==> config.mk <==
export PLATFORM = sky130hd
export DESIGN_NAME = fp16_align_sequencer
export DESIGN_NICKNAME = d
export VERILOG_FILES = /design/src/rtl/fp16_pkg.sv /design/src/rtl/fp16_exp_diff.sv /design/src/rtl/fp16_align_sequencer.sv
export SDC_FILE = /design/constraint.sdc
export NUM_CORES = 1
export LEC_CHECK = 0
export BUFFER_PORTS_ARGS = -buffer_cell sky130_fd_sc_hd__clkbuf_2
export CAP_MARGIN = 15
export CELL_PAD_IN_SITES_DETAIL_PLACEMENT = 1
export CELL_PAD_IN_SITES_GLOBAL_PLACEMENT = 1
export CORE_MARGIN = 2
export CORE_UTILIZATION = 46
export DETAILED_ROUTE_END_ITERATION = 8
export PLACE_DENSITY_LB_ADDON = 0.1
export SLEW_MARGIN = 0
export SYNTH_ARGS = -nofsm -noshare
export SYNTH_HDL_FRONTEND = slang
export SYNTH_SLANG_ARGS = --single-unit
==> constraint.sdc <==
create_clock -name clk -period 9.35 [get_ports clk]
set_input_delay 1.4025 -clock clk [delete_from_list [all_inputs] [get_ports clk]]
set_output_delay 1.4025 -clock clk [all_outputs]
set_load 0.005 [all_outputs]
==> src/rtl/fp16_pkg.sv <==
// Shared types and helpers for the FP16 add/sub alignment front end.
//   EXP_W / FRAC_W / MANT_W : field widths (mantissa = {hidden, frac, G, R, S})
//   EXP_ALL_ONES            : Inf/NaN exponent encoding
//   state_e                 : sequencer FSM states
//   decode_exp()            : returns {hidden, effective exponent}
package fp16_pkg;

  localparam int unsigned EXP_W  = 5;
  localparam int unsigned FRAC_W = 10;
  localparam int unsigned MANT_W = 14;

  localparam logic [EXP_W-1:0] EXP_ALL_ONES = 5'h1F;

  typedef enum logic [1:0] {
    StIdle,
    StSub,
    StShift,
    StDone
  } state_e;

  // Denormals (exp == 0) have no hidden bit and behave as exponent 1.
  function automatic logic [EXP_W:0] decode_exp(input logic [EXP_W-1:0] e);
    logic hidden;
    hidden = (e != '0);
    return {hidden, hidden ? e : EXP_W'(1)};
  endfunction

endpackage

==> src/rtl/fp16_exp_diff.sv <==
// Exponent comparator for the FP16 alignment front end (combinational).
//   ea, eb : effective exponents of operand A and B
//   diff   : 6-bit two's-complement ea - eb
//   swap   : 1 when eb > ea (diff negative); equal exponents never swap
//   mag    : |ea - eb|
module fp16_exp_diff
  import fp16_pkg::*;
(
  input  logic [EXP_W-1:0] ea,
  input  logic [EXP_W-1:0] eb,
  output logic [EXP_W:0]   diff,
  output logic             swap,
  output logic [EXP_W-1:0] mag
);

  logic [EXP_W:0] op_a;
  logic [EXP_W:0] op_b;
  logic [EXP_W:0] carry;

  // Ripple add of ea with the inverted eb and a carry-in of 1.
  always_comb begin
    op_a     = {1'b0, ea};
    op_b     = ~{1'b0, eb};
    carry    = '0;
    diff     = '0;
    carry[0] = 1'b1;
    for (int i = 0; i < EXP_W; i++) begin
      diff[i]    = op_a[i] ^ op_b[i] ^ carry[i];
      carry[i+1] = (op_a[i] & op_b[i]) | (carry[i] & (op_a[i] ^ op_b[i]));
    end
    diff[EXP_W] = op_a[EXP_W] ^ op_b[EXP_W] ^ carry[EXP_W];
  end

  assign swap = diff[EXP_W];
  // Range is -30..+30, so the negated low bits always fit.
  assign mag  = swap ? (~diff[EXP_W-1:0] + 1'b1) : diff[EXP_W-1:0];

endmodule

==> src/rtl/fp16_align_sequencer.sv <==
// Multi-cycle FP16 add/sub front end: accepts A, B, op; orders operands by
// exponent; right-shifts the smaller mantissa one bit per clock with sticky.
//   clk, rst             : clock, async active-high reset
//   in_valid / in_ready  : operand handshake (a, b, op)
//   out_valid / out_ready: result handshake
//   exp_l                : common (larger) exponent
//   mant_l / mant_s      : larger / aligned smaller mantissa {hidden, frac, G, R, S}
//   sign_l, eff_sub      : sign of larger operand after op, effective subtraction
//   swapped, special     : B was larger, either operand Inf/NaN
module fp16_align_sequencer
  import fp16_pkg::*;
#(
  parameter int unsigned MAX_SHIFT = MANT_W
) (
  input  logic              clk,
  input  logic              rst,
  input  logic              in_valid,
  output logic              in_ready,
  input  logic [15:0]       a,
  input  logic [15:0]       b,
  input  logic              op,
  output logic              out_valid,
  input  logic              out_ready,
  output logic [EXP_W-1:0]  exp_l,
  output logic [MANT_W-1:0] mant_l,
  output logic [MANT_W-1:0] mant_s,
  output logic              sign_l,
  output logic              eff_sub,
  output logic              swapped,
  output logic              special
);

  state_e              state_q, state_d;
  logic [15:0]         a_q, a_d, b_q, b_d;
  logic                op_q, op_d;
  logic [EXP_W-1:0]    exp_l_q, exp_l_d;
  logic [MANT_W-1:0]   mant_l_q, mant_l_d, mant_s_q, mant_s_d;
  logic                sign_l_q, sign_l_d, eff_sub_q, eff_sub_d;
  logic                swapped_q, swapped_d, special_q, special_d;
  logic [3:0]          cnt_q, cnt_d;

  logic [EXP_W:0]      dec_a, dec_b, diff;
  logic [MANT_W-1:0]   mant_a, mant_b;
  logic                swap, spec_in;
  logic [EXP_W-1:0]    mag;
  logic [3:0]          cnt_sat;

  assign dec_a   = decode_exp(a_q[14:10]);
  assign dec_b   = decode_exp(b_q[14:10]);
  assign mant_a  = {dec_a[EXP_W], a_q[FRAC_W-1:0], 3'b000};
  assign mant_b  = {dec_b[EXP_W], b_q[FRAC_W-1:0], 3'b000};
  assign spec_in = (a_q[14:10] == EXP_ALL_ONES) || (b_q[14:10] == EXP_ALL_ONES);

  fp16_exp_diff u_exp_diff (
    .ea   (dec_a[EXP_W-1:0]),
    .eb   (dec_b[EXP_W-1:0]),
    .diff (diff),
    .swap (swap),
    .mag  (mag)
  );

  // Beyond MAX_SHIFT the smaller operand has collapsed into the sticky bit.
  assign cnt_sat = (mag > EXP_W'(MAX_SHIFT)) ? 4'(MAX_SHIFT) : mag[3:0];

  always_comb begin
    state_d   = state_q;
    a_d       = a_q;
    b_d       = b_q;
    op_d      = op_q;
    exp_l_d   = exp_l_q;
    mant_l_d  = mant_l_q;
    mant_s_d  = mant_s_q;
    sign_l_d  = sign_l_q;
    eff_sub_d = eff_sub_q;
    swapped_d = swapped_q;
    special_d = special_q;
    cnt_d     = cnt_q;
    unique case (state_q)
      StIdle: begin
        if (in_valid) begin
          a_d     = a;
          b_d     = b;
          op_d    = op;
          state_d = StSub;
        end
      end
      StSub: begin
        exp_l_d   = swap ? dec_b[EXP_W-1:0] : dec_a[EXP_W-1:0];
        mant_l_d  = swap ? mant_b : mant_a;
        mant_s_d  = swap ? mant_a : mant_b;
        sign_l_d  = swap ? (b_q[15] ^ op_q) : a_q[15];
        eff_sub_d = a_q[15] ^ b_q[15] ^ op_q;
        swapped_d = swap;
        special_d = spec_in;
        if (spec_in || (diff == '0)) begin
          cnt_d   = '0;
          state_d = StDone;
        end else begin
          cnt_d   = cnt_sat;
          state_d = StShift;
        end
      end
      StShift: begin
        mant_s_d = {1'b0, mant_s_q[MANT_W-1:2], |mant_s_q[1:0]};
        cnt_d    = cnt_q - 4'd1;
        if (cnt_q == 4'd1) state_d = StDone;
      end
      StDone: begin
        if (out_ready) state_d = StIdle;
      end
      default: state_d = StIdle;
    endcase
  end

  always_ff @(posedge clk or posedge rst) begin
    if (rst) begin
      state_q   <= StIdle;
      a_q       <= '0;
      b_q       <= '0;
      op_q      <= 1'b0;
      exp_l_q   <= '0;
      mant_l_q  <= '0;
      mant_s_q  <= '0;
      sign_l_q  <= 1'b0;
      eff_sub_q <= 1'b0;
      swapped_q <= 1'b0;
      special_q <= 1'b0;
      cnt_q     <= '0;
    end else begin
      state_q   <= state_d;
      a_q       <= a_d;
      b_q       <= b_d;
      op_q      <= op_d;
      exp_l_q   <= exp_l_d;
      mant_l_q  <= mant_l_d;
      mant_s_q  <= mant_s_d;
      sign_l_q  <= sign_l_d;
      eff_sub_q <= eff_sub_d;
      swapped_q <= swapped_d;
      special_q <= special_d;
      cnt_q     <= cnt_d;
    end
  end

  assign in_ready  = (state_q == StIdle);
  assign out_valid = (state_q == StDone);
  assign exp_l     = exp_l_q;
  assign mant_l    = mant_l_q;
  assign mant_s    = mant_s_q;
  assign sign_l    = sign_l_q;
  assign eff_sub   = eff_sub_q;
  assign swapped   = swapped_q;
  assign special   = special_q;

endmodule

==> results.toml, run 1 <==
[setup_path]
path_class = "reg -> reg"
r2r_slack_ns = 5.17
reg2reg_depth = 13
crit_start = "a_q[12]"
crit_end = "mant_s[3]"
path_max_fanout = 43
critPathCaptureType = "flip-flop"
arrival_ns = 4.41
reg2reg_to = "mant_s[3]"
cp.required_ns = 9.59
reg2reg_from = "a_q[12]"
startpoint_type = "flip-flop"

[timing]
fin_skew_ns = 0.00807
tightest_slew_ns = 1.08
rsz0062_at_grt = "false"
fin_crit_ns = 4.18
worst_slack_ns = 5.17
post-route-period-util_pct = 44.7
clock.fmax_mhz = 239
setup_tns_ns = 0
drv_slew = 0
slew_headroom_pct = 28.0
finalSetupViolations = 0
hold_violations = 0

[cts]
cts_buffers = 9
cts_setup_buffers = 0
cts_max_level = 3
root_buffer = "clkbuf_8"
ctsResizeCount = 0
clock-sinks = 73
cts_tree = "done"
insertion_delay_ns = 0.34
cts_buffer_depth = 2
postCtsHoldBufs = 0
clkTransAtPathRegs_ns = 0.08

[run_status]
status = "finished clean"

[final_layout]
instances_no_fill = 499
area_growth_pct = 17.1
layout_commonest_cell = "dfrtp_1"
nNetsFinal = 442
final_cell_mix = "dfrtp_1 (73), clkbuf_2 (72), mux2_2 (46), mux2i_1 (24), a21oi_1 (22)"
diodes = 0
layout-drive-gt1-share_pct = 35.8
final_util_pct = 55.5

[synthesis]
synth_area_leader_cell = "dfrtp_1"
ys_ff_latch = 73
synth-warning-count = 0
yosysSeqAreaShare_pct = 49.9
synth_top_area_share_pct = 49.9
postSynthCellCount = 328
synth_ff_type = "dfrtp_1"
synth_cell_types = 43
async_reset_ff_share_pct = 100
synth_area_mm2 = 0.00366
synthTopCellsByArea = "dfrtp_1 (50%), mux2_2 (14%), mux2i_1 (6.6%)"
syn_area_per_cell_um2 = 11.2
synth_edf_count = 0

[global_routing]
grt_max_degree = 74
grt_pass1_vias = 2786
track_usage_pct = 20.4
grt-ovfl-total = 0
grt_pass1_wl_um = 13800
antenna_found_initial = 0

[route]
drc = 0
via_count = 2607
viasPerCell = 5.22
drtAntennaViolNets = 0
drtIter0Drc = 90
wirelength_um = 8020
wl_per_cell_um = 16.1
first_pass_iters = 4

[pwr]
p_leak_nw = 2.06
ir_drop_mv = 0.253
fin_total_pwr_mw = 1.94
powerDensity_mw_per_mm2 = 453

[die]
die_h_um = 93.2
num_rows = 32
die_x_um = 93.2
initial_core_util_pct = 47.3
io_pins = 76
die-area_mm2 = 0.00868
core_mm2 = 0.00773

[flow_run]
maxCapViolations = 0

[place]
dpl.hpwl_um = 5470
dp_slack_ns = 5.15
port-buffer-count = 72
place_inst = 483
gp_congestion = 0.768

[worst_hold_path]
hold_class = "reg -> reg"
-- flip-flops by register name, summed over array words and instances (netlist names) --
| register | cells |
|---|---|
| state_q | 2 |
| eff_sub | 1 |
| a_q | 16 |
| swapped | 1 |
| b_q | 16 |
| cnt_q | 4 |
| mant_l | 11 |
| sign_l | 1 |
| exp_l | 5 |
| mant_s | 14 |
| special | 1 |
| op_q | 1 |
-- synth_stat cells, types with 2 or more instances --
library cell  number
or2_2              2
o21ai_0           21
nor2_1            21
o31ai_1            2
inv_1             22
o211ai_1           3
nand4b_1           2
fa_1               4
nor3_1             3
mux2i_1           24
and3b_1            2
buf_2              7
or4_1              2
mux2_2            46
buf_1              2
o22ai_1            2
clkbuf_1          11
nand3_1            3
buf_4              4
dfrtp_1           73
a21oi_1           22
ha_1               9
nand2_1           18
xor2_1             4
-- cells by family (layout without fill, tap and decap cells) --
logic type	Yosys count	count (layout)	synth area share (%)
AOI/OAI and AO/OA	59	59	9.20
xor gates and xnor gates	4	4	0.957
adders and majority gates	13	13	5.27
buffers and inverters	46	113	5.37
DFF	73	73	49.9
muxes	70	70	20.7
other	1	3	0.103
and+or+nand+nor	62	62	8.45
-- how the worst min path moves through the flow --
stage                          end      from  slack [ns]  depth (start not counted)
after floorplan           cnt_q[1]  cnt_q[1]        0.49                          2
after global routing       eff_sub   eff_sub        0.53                          1
after CTS                  eff_sub   eff_sub        0.52                          1
after global placement    exp_l[0]  exp_l[0]        0.49                          1
after detailed placement   eff_sub   eff_sub        0.50                          1
final                      eff_sub   eff_sub        0.51                          1
-- layer usage --
| layer | up-vias | track usage (%) | share of wire (%) |
|---|---|---|---|
| met2 | 48 | 32.5 | 48 |
| met3 | 8 | 5.16 | 4.3 |
| met4 | 0 | 5.51 | 1.1 |
| li1 | 1251 | - | - |
| met1 | 1300 | 28.0 | 47 |
| met5 | - | 0 | 0 |
-- report_power, final --
group	internal [mW]	switching, mW	total [mW]
clock network	0.157	0.121	0.278
logic	0.502	0.542	1.04
registers	0.484	0.136	0.620
total	1.14	0.799	1.94
-- worst max-delay path, cell delays in order (launching register included) --
cell	delay, ns
dfrtp_1	0.44
or4_1	0.54
nor2b_1	0.17
ha_1	0.21
fa_1	0.36
inv_1	0.08
fa_1	0.16
inv_1	0.05
fa_1	0.35
inv_1	0.08
fa_2	0.93
mux2i_1	0.27
o21ai_0	0.13
mux2_2	0.31
-- metrics by stage --
| stage | area [µm²] | hold slack (ns) |
|---|---|---|
| finish | 4290 | 0.513 |
| detailed placement | 4070 | 0.500 |
| global route | 4290 | 0.533 |
| global placement | 4070 | 0.493 |
| floorplan | 3670 | 0.490 |
| CTS | 4290 | 0.518 |
-- cell type report --
| class | instances | area (µm²) |
|---|---|---|
| Timing Repair Buffer | 75 | 383 |
| Fill cell | 873 | 3440 |
| Clock buffer | 11 | 141 |
| Sequential cell | 73 | 1830 |
| Tap cell | 102 | 128 |
| Multi-Input combinational cell | 211 | 1650 |
| Inverter | 22 | 82.6 |
| Clock inverter | 5 | 78.8 |
(Power assumes the default switching activity.)
==> run 2: changes to the inputs <==
- CORE_UTILIZATION: 46 -> 43
- clock period: 9.35 -> 4.3 ns (I/O delays scaled with it)
==> results.toml, run 2 (same netlist as run 1, synthesis figures left out) <==
[run_status]
status = "finished clean"

[route]
wl_per_cell_um = 16.5
viasPerCell = 5.25
wirelength_um = 8310
drtIter0Drc = 46
via_count = 2648
drc = 0
first_pass_iters = 4
drtAntennaViolNets = 0

[cts]
ctsResizeCount = 0
cts_setup_buffers = 0
cts_buffer_depth = 2
cts_buffers = 9
clkTransAtPathRegs_ns = 0.08
root_buffer = "clkbuf_8"
clock-sinks = 73
cts_max_level = 3
cts_tree = "done"
postCtsHoldBufs = 0
insertion_delay_ns = 0.34

[place]
gp_congestion = 0.776
place_inst = 488
dpl.hpwl_um = 5910
port-buffer-count = 72
dp_slack_ns = 0.454

[pwr]
clkPwrFrac_pct = 14.2
pwr-share-seq_pct = 31.5
powerDensity_mw_per_mm2 = 991
sw_frac_of_total_pct = 41.0
ir_drop_mv = 0.387
p_sw_mw = 1.76
p_leak_nw = 2.07
combPwrFrac_pct = 54.3
p_int_mw = 2.53

[die]
die_h_um = 96.2
num_rows = 33
die_x_um = 96.2
die-area_mm2 = 0.00926
core_mm2 = 0.00822
io_pins = 76
initial_core_util_pct = 44.5

[timing]
slew_headroom_pct = 38.9
setup_tns_ns = 0
tightest_slew_ns = 0.917
fin_crit_ns = 3.83
finalSetupViolations = 0
rsz0062_at_grt = "false"
clock.fmax_mhz = 261
drv_slew = 0
post-route-period-util_pct = 89.1
fin_skew_ns = 0.00820
worst_slack_ns = 0.468
hold_violations = 0

[global_routing]
grt-ovfl-total = 0
grt_pass1_vias = 2737
track_usage_pct = 19.7
antenna_found_initial = 0
grt_pass1_wl_um = 13600
grt_max_degree = 41

[setup_path]
reg2reg_from = "a_q[11]"
critPathCaptureType = "flip-flop"
crit_start = "a_q[11]"
cp.required_ns = 4.56
r2r_slack_ns = 0.47
path_class = "reg -> reg"
arrival_ns = 4.09
startpoint_type = "flip-flop"
path_max_fanout = 5

[final_layout]
final_cell_mix = "dfrtp_1 (73), clkbuf_2 (72), mux2_2 (46), mux2i_1 (24), a21oi_1 (22)"
layout_commonest_cell = "dfrtp_1"
instances_no_fill = 504
nNetsFinal = 444
area_growth_pct = 18.2
diodes = 0
layout-drive-gt1-share_pct = 36.3
final_util_pct = 52.6

[flow_run]
maxCapViolations = 0

[worst_hold_path]
hold_class = "in -> async"
run 2: per-stage QoR:
| stage | area [µm²] | hold slack [ns] | power, mW |
|---|---|---|---|
| after global placement | 4100 | 0.491 | 3.60 |
| after floorplan | 3670 | 0.490 | 3.03 |
| after detailed placement | 4100 | 0.499 | 3.72 |
| after CTS | 4320 | 0.471 | 4.37 |
| after global routing | 4320 | 0.513 | 4.70 |
| final | 4320 | 0.446 | 4.29 |
run 2: power groups by stage:
stage	registers [mW]	logic, mW	clock network (mW)
2_1_floorplan	1.29	1.75	0
3_3_place_gp	1.34	2.25	0
3_5_place_dp	1.36	2.36	0
4_1_cts	1.35	2.38	0.629
5_1_grt	1.40	2.64	0.659
6_report	1.35	2.33	0.611
run 2: worst max-delay path, cell delays in order, from the launching register on:
cell and delay [ns]:
dfrtp_1 0.42, or4_1 0.55, nor2b_1 0.17, ha_1 0.21, fa_1 0.35, inv_1 0.08
fa_1 0.15, inv_1 0.05, fa_1 0.35, inv_1 0.08, fa_2 0.48, or2_2 0.29
o211ai_1 0.30, a21oi_1 0.07, o221ai_1 0.17
run 2: worst paths after layout:
check / endpoint / cells past startpoint
max in group asynchronous: mant_s[13] / 3
max reg2reg: cnt_q[3] / 14
max: cnt_q[3] / 14
min in group clk: exp_l[0] / 1
min: b_q[1] / 2
min reg2reg: exp_l[0] / 1
run 2: cell type report:
| cell class | instances | area (µm²) |
|---|---|---|
| sequential | 73 | 1830 |
| multi-input combinational | 211 | 1650 |
| inverter | 22 | 82.6 |
| timing repair buffer | 77 | 410 |
| clock buffer | 10 | 138 |
| tap | 105 | 131 |
| fill | 937 | 3890 |
| clock inverter | 6 | 90.1 |
run 2: layer usage:
metal	GRT usage [%]	routed length (µm)	up-vias
met5	0	0	-
met4	7.14	117	0
met3	4.78	405	9
met2	31.9	4080	60
met1	25.6	3710	1323
li1	-	-	1256
==> run 3: changes to the inputs <==
- SYNTH_HIERARCHICAL: default -> 1
==> results.toml, run 3 <==
[timing]
hold_violations = 0
finalSetupViolations = 0
worst_slack_ns = 0.283
tightest_slew_ns = 0.972
fin_skew_ns = 0.00922
setup_tns_ns = 0
post-route-period-util_pct = 93.4
drv_slew = 0
slew_headroom_pct = 35.2
fin_crit_ns = 4.02
rsz0062_at_grt = "false"
clock.fmax_mhz = 249

[die]
num_rows = 33
io_pins = 76
die-area_mm2 = 0.00944
die_h_um = 97.2
core_mm2 = 0.00830
initial_core_util_pct = 45.0
die_x_um = 97.2

[setup_path]
cp.required_ns = 4.53
critPathCaptureType = "flip-flop"
path_class = "reg -> reg"
path_max_fanout = 15
arrival_ns = 4.25
startpoint_type = "flip-flop"

[cts]
postCtsHoldBufs = 0
cts_tree = "done"
insertion_delay_ns = 0.35
root_buffer = "clkbuf_8"
cts_setup_buffers = 0
clkTransAtPathRegs_ns = 0.08
cts_max_level = 3
cts_buffers = 9
cts_buffer_depth = 2
ctsResizeCount = 0
clock-sinks = 73

[synthesis]
synth-warning-count = 6
ys_ff_latch = 73
postSynthCellCount = 332
synth_top_area_share_pct = 48.9
yosysMostFrequentCell = "dfrtp_1"
syn_area_per_cell_um2 = 11.2
synth_cell_types = 50
yosysSeqAreaShare_pct = 48.9
synth_area_mm2 = 0.00373
async_reset_ff_share_pct = 100
synthTopCellsByArea = "dfrtp_1 (49%), mux2_2 (14%), mux2i_1 (6.7%)"
netlist_top_cells_count = "dfrtp_1 (73), mux2_2 (47), mux2i_1 (25), nor2_1 (24)"
synth_edf_count = 0
synth_area_leader_cell = "dfrtp_1"
synth_ff_type = "dfrtp_1"

[final_layout]
layout-drive-gt1-share_pct = 37.2
nNetsFinal = 442
diodes = 0
final_cell_mix = "dfrtp_1 (73), clkbuf_2 (72), mux2_2 (47), mux2i_1 (25), nor2_1 (24)"
instances_no_fill = 503
area_growth_pct = 16.0
layout_commonest_cell = "dfrtp_1"

[global_routing]
grt_pass1_vias = 2884
grtUsageMet2_pct = 33.1
busiest_layer = "met2"
grt_pass1_wl_um = 14300
gr-usage-met3_pct = 4.53
track_usage_pct = 18.8
grt_max_degree = 41
grtUsageMet1_pct = 22.8
grt-ovfl-total = 0
antenna_found_initial = 0

[place]
dpl.hpwl_um = 5940
port-buffer-count = 72
gp_congestion = 0.837
place_inst = 487
dp_slack_ns = 0.343

[route]
wl_per_cell_um = 16.7
viasPerCell = 5.29
drc = 0
drtIter0Drc = 70
wirelength_um = 8420
via_count = 2659
drtAntennaViolNets = 0
first_pass_iters = 4

[pwr]
ir_drop_mv = 0.375
p_leak_nw = 2.06
powerDensity_mw_per_mm2 = 1010

[run_status]
status = "finished clean"

[worst_hold_path]
hold_class = "in -> async"

[flow_run]
maxCapViolations = 0
## run 3: cell types whose count changed after synthesis, moves of 2 or more
cell / delta
mux2_4: +2
clkbuf_1: +2
nor2_1: +3
xor2_1: -3
xnor2_1: +2
o21ai_0: -4
nand3_1: +3
o31ai_1: -2
buf_2: -2
or2_2: -2
buf_6: +3
o22ai_1: -2
## run 3: power breakdown
| group | internal [mW] | switching (mW) | total [mW] |
|---|---|---|---|
| Combinational | 1.18 | 1.24 | 2.42 |
| Clock | 0.327 | 0.278 | 0.604 |
| Sequential | 1.05 | 0.287 | 1.34 |
| Total | 2.56 | 1.81 | 4.36 |
## run 3: critical path, cell delays in order (launching register included)
cell,delay [ns]
dfrtp_1,0.44
or4_4,0.59
nand2_1,0.10
ha_1,0.16
fa_1,0.16
inv_1,0.05
fa_1,0.40
fa_1,0.41
fa_1,0.49
inv_2,0.31
buf_12,0.21
mux2i_1,0.20
o21ai_0,0.10
mux2_2,0.30
## run 3: per-stage QoR
| step | power (mW) | hold slack [ns] | utilization [%] | instance area [µm²] |
|---|---|---|---|---|
| final | 4.36 | 0.398 | 52.2 | 4330 |
| after global routing | 4.73 | 0.456 | 52.2 | 4330 |
| after CTS | 4.42 | 0.414 | 52.2 | 4330 |
| after detailed placement | 3.79 | 0.486 | 49.5 | 4110 |
| after global placement | 3.69 | 0.488 | 49.5 | 4110 |
| after floorplan | 3.18 | 0.486 | - | 3740 |
## run 3: path summary, 6_finish.rpt
| check | cells past startpoint | from | endpoint | slack (ns) |
|---|---|---|---|---|
| min in group clk | 2 | mant_s[0] | mant_s[0] | 0.50 |
| hold / removal | 2 | rst | mant_l[10] | 0.40 |
| setup reg to reg | 13 | b_q[11] | mant_s[9] | 0.28 |
| hold reg to reg | 2 | mant_s[0] | mant_s[0] | 0.50 |
| max in group asynchronous | 3 | rst | sign_l | 2.89 |
| setup / recovery | 13 | b_q[11] | mant_s[9] | 0.28 |
## run 3: cells by family after synthesis
family                     Yosys count  share of synthesized area (%)
AOI/OAI and AO/OA                   54                           8.65
xor gates and xnor gates             3                          0.704
adders and majority gates           12                           4.83
buffers and inverters               51                           6.84
DFF                                 73                           48.9
muxes                               74                           21.7
other                                1                          0.100
and+or+nand+nor                     64                           8.28
## run 3: layout make-up
cell class	instances	area, µm²
clock inverters	7	95.1
flip-flops and latches	73	1830
clock buffers	9	124
fillers	933	3970
inverters	22	82.6
multi-input cells	210	1660
repair buffers	77	410
well taps	105	131
## run 3: per-layer routing
| metal | share of wire [%] | wire [µm] |
|---|---|---|
| met5 | 0 | 0 |
| met4 | 1.1 | 95 |
| met3 | 4.0 | 333 |
| met2 | 50 | 4250 |
| met1 | 44 | 3740 |
